==> src/rtl/rf_pkg.sv <==
// Shared register-file types and constants for the write-port arbiter
// and its round-robin picker.
package rf_pkg;

    localparam int RF_AW   = 3;
    localparam int RF_DW   = 8;
    localparam int RF_NREG = 8;

    typedef enum logic [1:0] {
        ARB_IDLE   = 2'd0,
        ARB_ACTIVE = 2'd1,
        ARB_LOCKED = 2'd2
    } arb_state_t;

endpackage

==> src/rtl/rr_pick.sv <==
// Combinational round-robin search: first set req bit at or after ptr,
// wrapping modulo N. Shared by read- and write-port arbitration.
module rr_pick #(
    parameter int N  = 4,
    parameter int PW = 2
) (
    input  logic [N-1:0]  req,
    input  logic [PW-1:0] ptr,
    output logic [N-1:0]  gnt,
    output logic [PW-1:0] idx,
    output logic          any
);

    always_comb begin
        int j;
        gnt = '0;
        idx = '0;
        any = 1'b0;
        j   = 0;
        for (int k = 0; k < N; k++) begin
            j = (int'(ptr) + k) % N;
            if (!any && req[j[PW-1:0]]) begin
                any              = 1'b1;
                gnt[j[PW-1:0]]   = 1'b1;
                idx              = j[PW-1:0];
            end
        end
    end

endmodule

==> src/rtl/rf_write_arbiter.sv <==
// Round-robin arbiter sharing the register-file write port; registered
// we/Addr/wData. Define RF_WRITE_ARB_LOCK_EN for the owner-lock feature.
module rf_write_arbiter
    import rf_pkg::*;
#(
    parameter int NREQ = 4,
    parameter int AW   = RF_AW,
    parameter int DW   = RF_DW
) (
    input  logic             clk,
    input  logic             reset_n,
    input  logic [NREQ-1:0]  req,
    input  logic [NREQ*AW-1:0] req_addr,
    input  logic [NREQ*DW-1:0] req_data,
`ifdef RF_WRITE_ARB_LOCK_EN
    input  logic [NREQ-1:0]  lock,
`endif
    output logic [NREQ-1:0]  gnt,
    output logic             we,
    output logic [AW-1:0]    Addr,
    output logic [DW-1:0]    wData,
    output logic             busy
);

    localparam int PW = (NREQ > 1) ? $clog2(NREQ) : 1;

    arb_state_t      state;
    logic [PW-1:0]   ptr;
    logic [PW-1:0]   ptr_nxt;
    logic [NREQ-1:0] elig;
    logic [NREQ-1:0] pick_gnt;
    logic [PW-1:0]   pick_idx;
    logic            pick_any;
    logic [AW-1:0]   win_addr;
    logic [DW-1:0]   win_data;

`ifdef RF_WRITE_ARB_LOCK_EN
    logic [PW-1:0]   owner;

    // While locked, only the owner may compete.
    always_comb begin
        elig = req;
        if (state == ARB_LOCKED)
            elig = req & (NREQ'(1) << owner);
    end
`else
    assign elig = req;
`endif

    rr_pick #(
        .N  (NREQ),
        .PW (PW)
    ) u_pick (
        .req (elig),
        .ptr (ptr),
        .gnt (pick_gnt),
        .idx (pick_idx),
        .any (pick_any)
    );

    assign gnt      = reset_n ? pick_gnt : '0;
    assign ptr_nxt  = (pick_idx == PW'(NREQ - 1)) ? '0 : pick_idx + PW'(1);
    assign win_addr = req_addr[int'(pick_idx) * AW +: AW];
    assign win_data = req_data[int'(pick_idx) * DW +: DW];

    always_ff @(posedge clk or negedge reset_n) begin
        if (!reset_n) begin
            we    <= 1'b0;
            Addr  <= '0;
            wData <= '0;
            busy  <= 1'b0;
            ptr   <= '0;
            state <= ARB_IDLE;
`ifdef RF_WRITE_ARB_LOCK_EN
            owner <= '0;
`endif
        end else begin
            we <= pick_any;
            if (pick_any) begin
                Addr  <= win_addr;
                wData <= win_data;
            end
`ifdef RF_WRITE_ARB_LOCK_EN
            unique case (state)
                ARB_LOCKED: begin
                    if (pick_any) begin
                        if (!lock[owner]) begin
                            state <= ARB_ACTIVE;
                            ptr   <= ptr_nxt;
                        end
                    end else if (!lock[owner]) begin
                        state <= ARB_IDLE;
                        busy  <= 1'b0;
                    end
                end
                default: begin
                    busy <= pick_any;
                    if (pick_any) begin
                        ptr <= ptr_nxt;
                        if (lock[pick_idx]) begin
                            state <= ARB_LOCKED;
                            owner <= pick_idx;
                        end else begin
                            state <= ARB_ACTIVE;
                        end
                    end else begin
                        state <= ARB_IDLE;
                    end
                end
            endcase
`else
            busy  <= pick_any;
            state <= pick_any ? ARB_ACTIVE : ARB_IDLE;
            if (pick_any)
                ptr <= ptr_nxt;
`endif
        end
    end

endmodule

==> config.mk <==
export PLATFORM = sky130hd
export DESIGN_NAME = rf_write_arbiter
export DESIGN_NICKNAME = d
export VERILOG_FILES = /design/src/rtl/rf_pkg.sv /design/src/rtl/rr_pick.sv /design/src/rtl/rf_write_arbiter.sv
export SDC_FILE = /design/constraint.sdc
export NUM_CORES = 1
export LEC_CHECK = 0
export ABC_CLOCK_PERIOD_IN_PS = 3150
export CORE_ASPECT_RATIO = 1.1
export CORE_MARGIN = 3
export CORE_UTILIZATION = 35
export CTS_BUF_LIST = sky130_fd_sc_hd__clkbuf_8
export CTS_CLUSTER_SIZE = 40
export DETAILED_ROUTE_END_ITERATION = 8
export PLACE_DENSITY = 0.71
export SLEW_MARGIN = 25
export SYNTH_ARGS = -nofsm -noshare
export SYNTH_HDL_FRONTEND = slang
export SYNTH_SLANG_ARGS = --single-unit
==> constraint.sdc <==
create_clock -name clk -period 3.15 [get_ports clk]
set_input_delay 0.315 -clock clk [delete_from_list [all_inputs] [get_ports clk]]
set_output_delay 0.315 -clock clk [all_outputs]
set_load 0.02 [all_outputs]
Word-level counts from Yosys, hierarchy flattened
Index checks and enable logic that the tools add are counted.

cells by class
  shift-type cells = 2
  reduce and logical (&&, ||, !) cells = 10
  equality and inequality tests = 1
  $add $sub $neg = 4
  $lt $le $gt $ge = 8
  multipliers = 1
  bitwise operators = 3
  mux-type cells = 30

operators with widths
  operator               count
  $shiftx A32 B6 Y8      1
  $mux W4                5
  $lt A2 B3 Y1 const B   4
  $mux W1                12
  $or A4 B4 Y4           3
  $shiftx A12 B5 Y3      1
  $mux W2                5
  $bmux W1 S2            4
  $demux W1 S2           4
  $ge A2 B1 Y1 const B   4
  $logic_and A1 B1 Y1    7
  $add A2 B1 Y2 const B  2
  $add A2 B2 Y2 const B  2
  $mul A2 B2 Y4 const B  1
  $logic_not A1 Y1       3
  $eq A2 B2 Y1 const B   1

word-level totals
  bits of input ports = 50
  output and inout port bits = 17
  bits in registers = 14
  word-level logic and storage cells = 63

Longest topological paths before layout
  depth in word-level cells = 14
  gate-level depth with buffers = 10
  gate-level depth less buffers = 8

By module
From an unflattened synthesis, not the netlist that was laid out.

unflattened totals
  cells, all modules = 120
  area total of the unflattened synthesis = 1302.5 um^2

modules (own cells, without submodules)
  module            area each (um^2)  seq. area each (um^2)  instances  cells each
  rf_write_arbiter  880.8             350.3                  1          75
  rr_pick           421.7             0.0                    1          45

Worst setup path before layout
No wires, ideal clock.

  kind = register to output
  start point = reg ptr[0]
  end point = out gnt[0]
  required time = 2835 ps
  arrival = 2417 ps
  stages on the path, launching flop included = 9
  path buffers = 1
  path slack = 418 ps
  cells stage by stage = dfrtp_1 > buf_6 > inv_1 > ha_1 > mux4_2 > nor3_1 > and2_1 > a221oi_1 > nor2b_1

between the ends
  longest elaborated chain between the ends = 13
  elaborated cells on any way between the ends = 48
  those cells by class = add/sub: 3; order compare: 8; mux: 24; bitwise: 3; reduce/logical: 10

RTL lines
  element                                                RTL line                 RTL
  from (decl)                                            rf_write_arbiter.sv:28   logic [PW-1:0] ptr;
  from (signal assigned)                                 rf_write_arbiter.sv:115  ptr <= ptr_nxt;
  branches (longest 11 deep; another with $lt A2 B3 Y1)  -
  $mux W4 (*)                                            rr_pick.sv:22            if (!any && req[j[PW-1:0]]) begin
  $mux W4 (*)                                            rf_write_arbiter.sv:61   assign gnt = reset_n ? pick_gnt : '0;
  to (decl)                                              rf_write_arbiter.sv:18   output logic [NREQ-1:0] gnt,

Every way passes the cells marked *. The select of a mux whose other input is x is not followed.

Final worst setup path
  start point = reg ptr[1]
  end point = out gnt[2]

Same word-level chain as after synthesis.

==> flow_summary.yaml <==
status:
  status: "completed"
synth:
  synth_xor_area_share_pct: 1.288
  synth-simple-area-share_pct: 11.87
  synth_top_family_by_area: "multiplexers"
  synthAdderAreaFrac_pct: 7.360
  async_reset_ff_share_pct: 100.0
  synth_area_mm2: 0.001360
  synth.ff_latch_count: 14
  ys_seq_area_share_pct: 25.76
  synth_compound_area_share_pct: 22.26
  netlist_top_cells_area: "dfrtp_1 (26%), mux2i_1 (18%), a221oi_2 (11%), ha_1 (7.4%), nor2_1 (5.2%)"
  yosys.area.top_type: "dfrtp_1"
  synth_top_area_share_pct: 25.76
  postSynthCellCount: 128
  synth_ff_type: "dfrtp_1"
  ys_warn_count: 0
  post_synth_num_cell_types: 33
  synth_area_per_cell_um2: 10.63
  synth-edff-count: 0
  syn-num-nets: 186
  synthMuxAreaShare_pct: 26.03
setup_path:
  crit_buf_inv: 3
  path_depth: 9
  worstPathCellList: "inv_1, ha_2, mux4_2, buf_4, a22oi_1, nor2_1, a221oi_1, nor2b_1, dlymetal6s2s_1"
  cp-end-kind: "output pin"
  crit_type: "reg -> out"
  path_delay_family: "buffers and inverters"
  crit_start: "ptr[1]"
  r2r-end: "ptr[1]"
  rr_startpoint: "ptr[1]"
  r2r_cells: 10
  reg2reg_slack_ns: 0.58
  cp.required_ns: 2.83
  slowest_stage: "ha_2"
  arrival_ns: 2.36
  endpoint: "gnt[2]"
  start_kind: "flip-flop"
  path_max_fanout: 6
  slowest_delay_ns: 0.40
floorplan:
  io_pins: 67
  core-area_mm2: 0.003684
  fp.dieH_um: 71.38
  initial_utilization_pct: 36.92
  fp.dieW_um: 65.44
  die_area_mm2: 0.004671
  rows: 23
sta:
  tightest_slew_ns: 0.5847
  maxSlewHeadroom_pct: 61.02
  fin_crit_ns: 2.678
  clock.fmax_mhz: 373.4
  period_share_pct: 85.02
  finalHoldViolCount: 0
  rsz0062_at_grt: "no"
  skew_ns: 0.003580
  maxSlewViolCount: 0
  finalSetupViolCount: 0
  worst_slack_ns: 0.4717
  setup-tns-final_ns: 0
cells_and_area:
  syn_to_final_growth_pct: 60.90
  fin_nets: 261
  post-route-util_pct: 59.41
  fillCellCount: 338
  drive_gt1_share_pct: 18.81
  antenna_cells: 0
global_routing:
  grt.total_usage_pct: 16.01
  antenna_found_initial: 0
  grt_first_pass_wirelength_um: 6065
  grt_max_degree: 25
  grt_pass1_vias: 1324
  grt-ovfl-total: 0
routing:
  wl_per_cell_um: 14.21
  num_vias: 1307
  drc_errors: 0
  drtAntennaViolNets: 0
  dr.pass1.iters: 4
  via_per_inst: 5.187
  wl_um: 3581
  drt_iter0_markers: 41
clock_tree:
  clk_pin_slew_ns: 0.06
  cts_max_path_buffers: 2
  cts_tree: "done"
  hold_buffers: 0
  root_buffer: "clkbuf_8"
  cts_setup_buffers: 0
  cts_resized: 0
  htreeDepth: 1
  clkLatencyLatePin_ns: 0.25
  cts_num_sinks: 14
  cts_buffers: 3
power_and_ir_drop:
  p_leak_nw: 0.9478
  vdd_ir_drop_max_mv: 0.5749
  powerDensity_mw_per_mm2: 1054
placement:
  post-place-ws_ns: 0.1087
  hpwl_um: 2930
  port_buffers: 66
  gp_congestion: 0.7849
run:
  cap_viol_max_count: 0
worst_hold_path:
  hold_class: "in -> async"
[power by group]
part / internal, mW / total (mW) / switching, mW
clock: 0.111 / 0.176 / 0.0653
combinational: 0.894 / 1.80 / 0.906
sequential: 0.278 / 0.330 / 0.0520
total: 1.28 / 2.31 / 1.02
[sequential cells by signal, summed over array words and instances, names as in the netlist]
| name | flops |
|---|---|
| wData | 8 |
| busy | 1 |
| ptr | 2 |
| Addr | 3 |
[cell type report]
class	instances	area [um2]	share of cell area, %
Multi-Input combinational cell	104	939.7	42.94
Timing Repair Buffer	78	773.2	35.33
Sequential cell	14	350.3	16.01
Tap cell	50	62.56	2.859
Clock buffer	4	55.05	2.516
Inverter	2	7.507	0.3431
[synthesized netlist by cell type (all sizes together), types with 2 or more instances]
| cell | number |
|---|---|
| a211oi | 2 |
| a21oi | 2 |
| a221oi | 15 |
| a22oi | 4 |
| buf | 6 |
| clkbuf | 2 |
| dfrtp | 14 |
| ha | 8 |
| inv | 2 |
| mux2 | 2 |
| mux2i | 26 |
| mux4 | 3 |
| nand2 | 4 |
| nor2 | 20 |
| nor2b | 6 |
| nor3 | 2 |
| o21ai | 3 |
| xnor2 | 2 |
[cell usage in the layout (no fill, tap or decap), types with 3 or more instances in the layout]
| master | count |
|---|---|
| buf_4 | 11 |
| clkdlybuf4s50_1 | 62 |
| nand2_1 | 4 |
| nor2b_1 | 5 |
| mux2i_1 | 25 |
| a221oi_1 | 5 |
| dlymetal6s2s_1 | 4 |
| a22oi_1 | 4 |
| a221oi_2 | 10 |
| dfrtp_1 | 14 |
| clkbuf_8 | 4 |
| ha_1 | 7 |
| mux4_2 | 3 |
| nor2_1 | 19 |
[routing by layer]
metal  wire (um)  part of all wire [%]  GRT usage, %
met4          30                  0.84         3.456
met2        1685                    47         27.45
met5           0                     0             0
met1        1571                    44         20.53
met3         294                   8.2         3.605
[per-stage QoR]
stage          cell area (um2)  total power, mW  hold WS [ns]  cells
2_1_floorplan             1360            1.644       0.01941    128
3_3_place_gp              2120            2.104        0.5583    248
3_5_place_dp              2120            2.144        0.5564    248
4_1_cts                   2175            2.327        0.4025    252
5_1_grt                   2188            2.485        0.4158    252
6_report                  2188            2.307        0.3961    252
[cells by family (layout without fill, tap and decap cells)]
| kind of cell | count (synthesis) | count (layout) |
|---|---|---|
| XOR/XNOR | 2 | 2 |
| buffers and inverters | 10 | 84 |
| AND/OR/NAND/NOR | 34 | 34 |
| flip-flops | 14 | 14 |
| AO/OA/AOI/OAI | 29 | 29 |
| multiplexers | 31 | 31 |
| adder cells (fa/ha/maj) | 8 | 8 |
[worst min-delay path by stage]
| stage | startpoint | end | slack, ns | depth (start not counted) |
|---|---|---|---|---|
| after detailed placement | Addr[1] | Addr[1] | 0.56 | 2 |
| after floorplan | reset_n | Addr[0] | 0.02 | 0 |
| after global placement | Addr[1] | Addr[1] | 0.56 | 2 |
| after global routing | reset_n | wData[1] | 0.42 | 2 |
| final | reset_n | wData[1] | 0.40 | 2 |
| after CTS | reset_n | wData[1] | 0.40 | 2 |
[worst register-to-register path: stages (launching register included)]
cell and delay (ns):
dfrtp_1 0.36, inv_1 0.09, ha_2 0.40, mux4_2 0.33
buf_4 0.18, nor2b_4 0.16, nor2_2 0.08, o21ai_4 0.14
buf_12 0.22, mux2_2 0.37, a211oi_2 0.17
(Power assumes the default switching activity.)
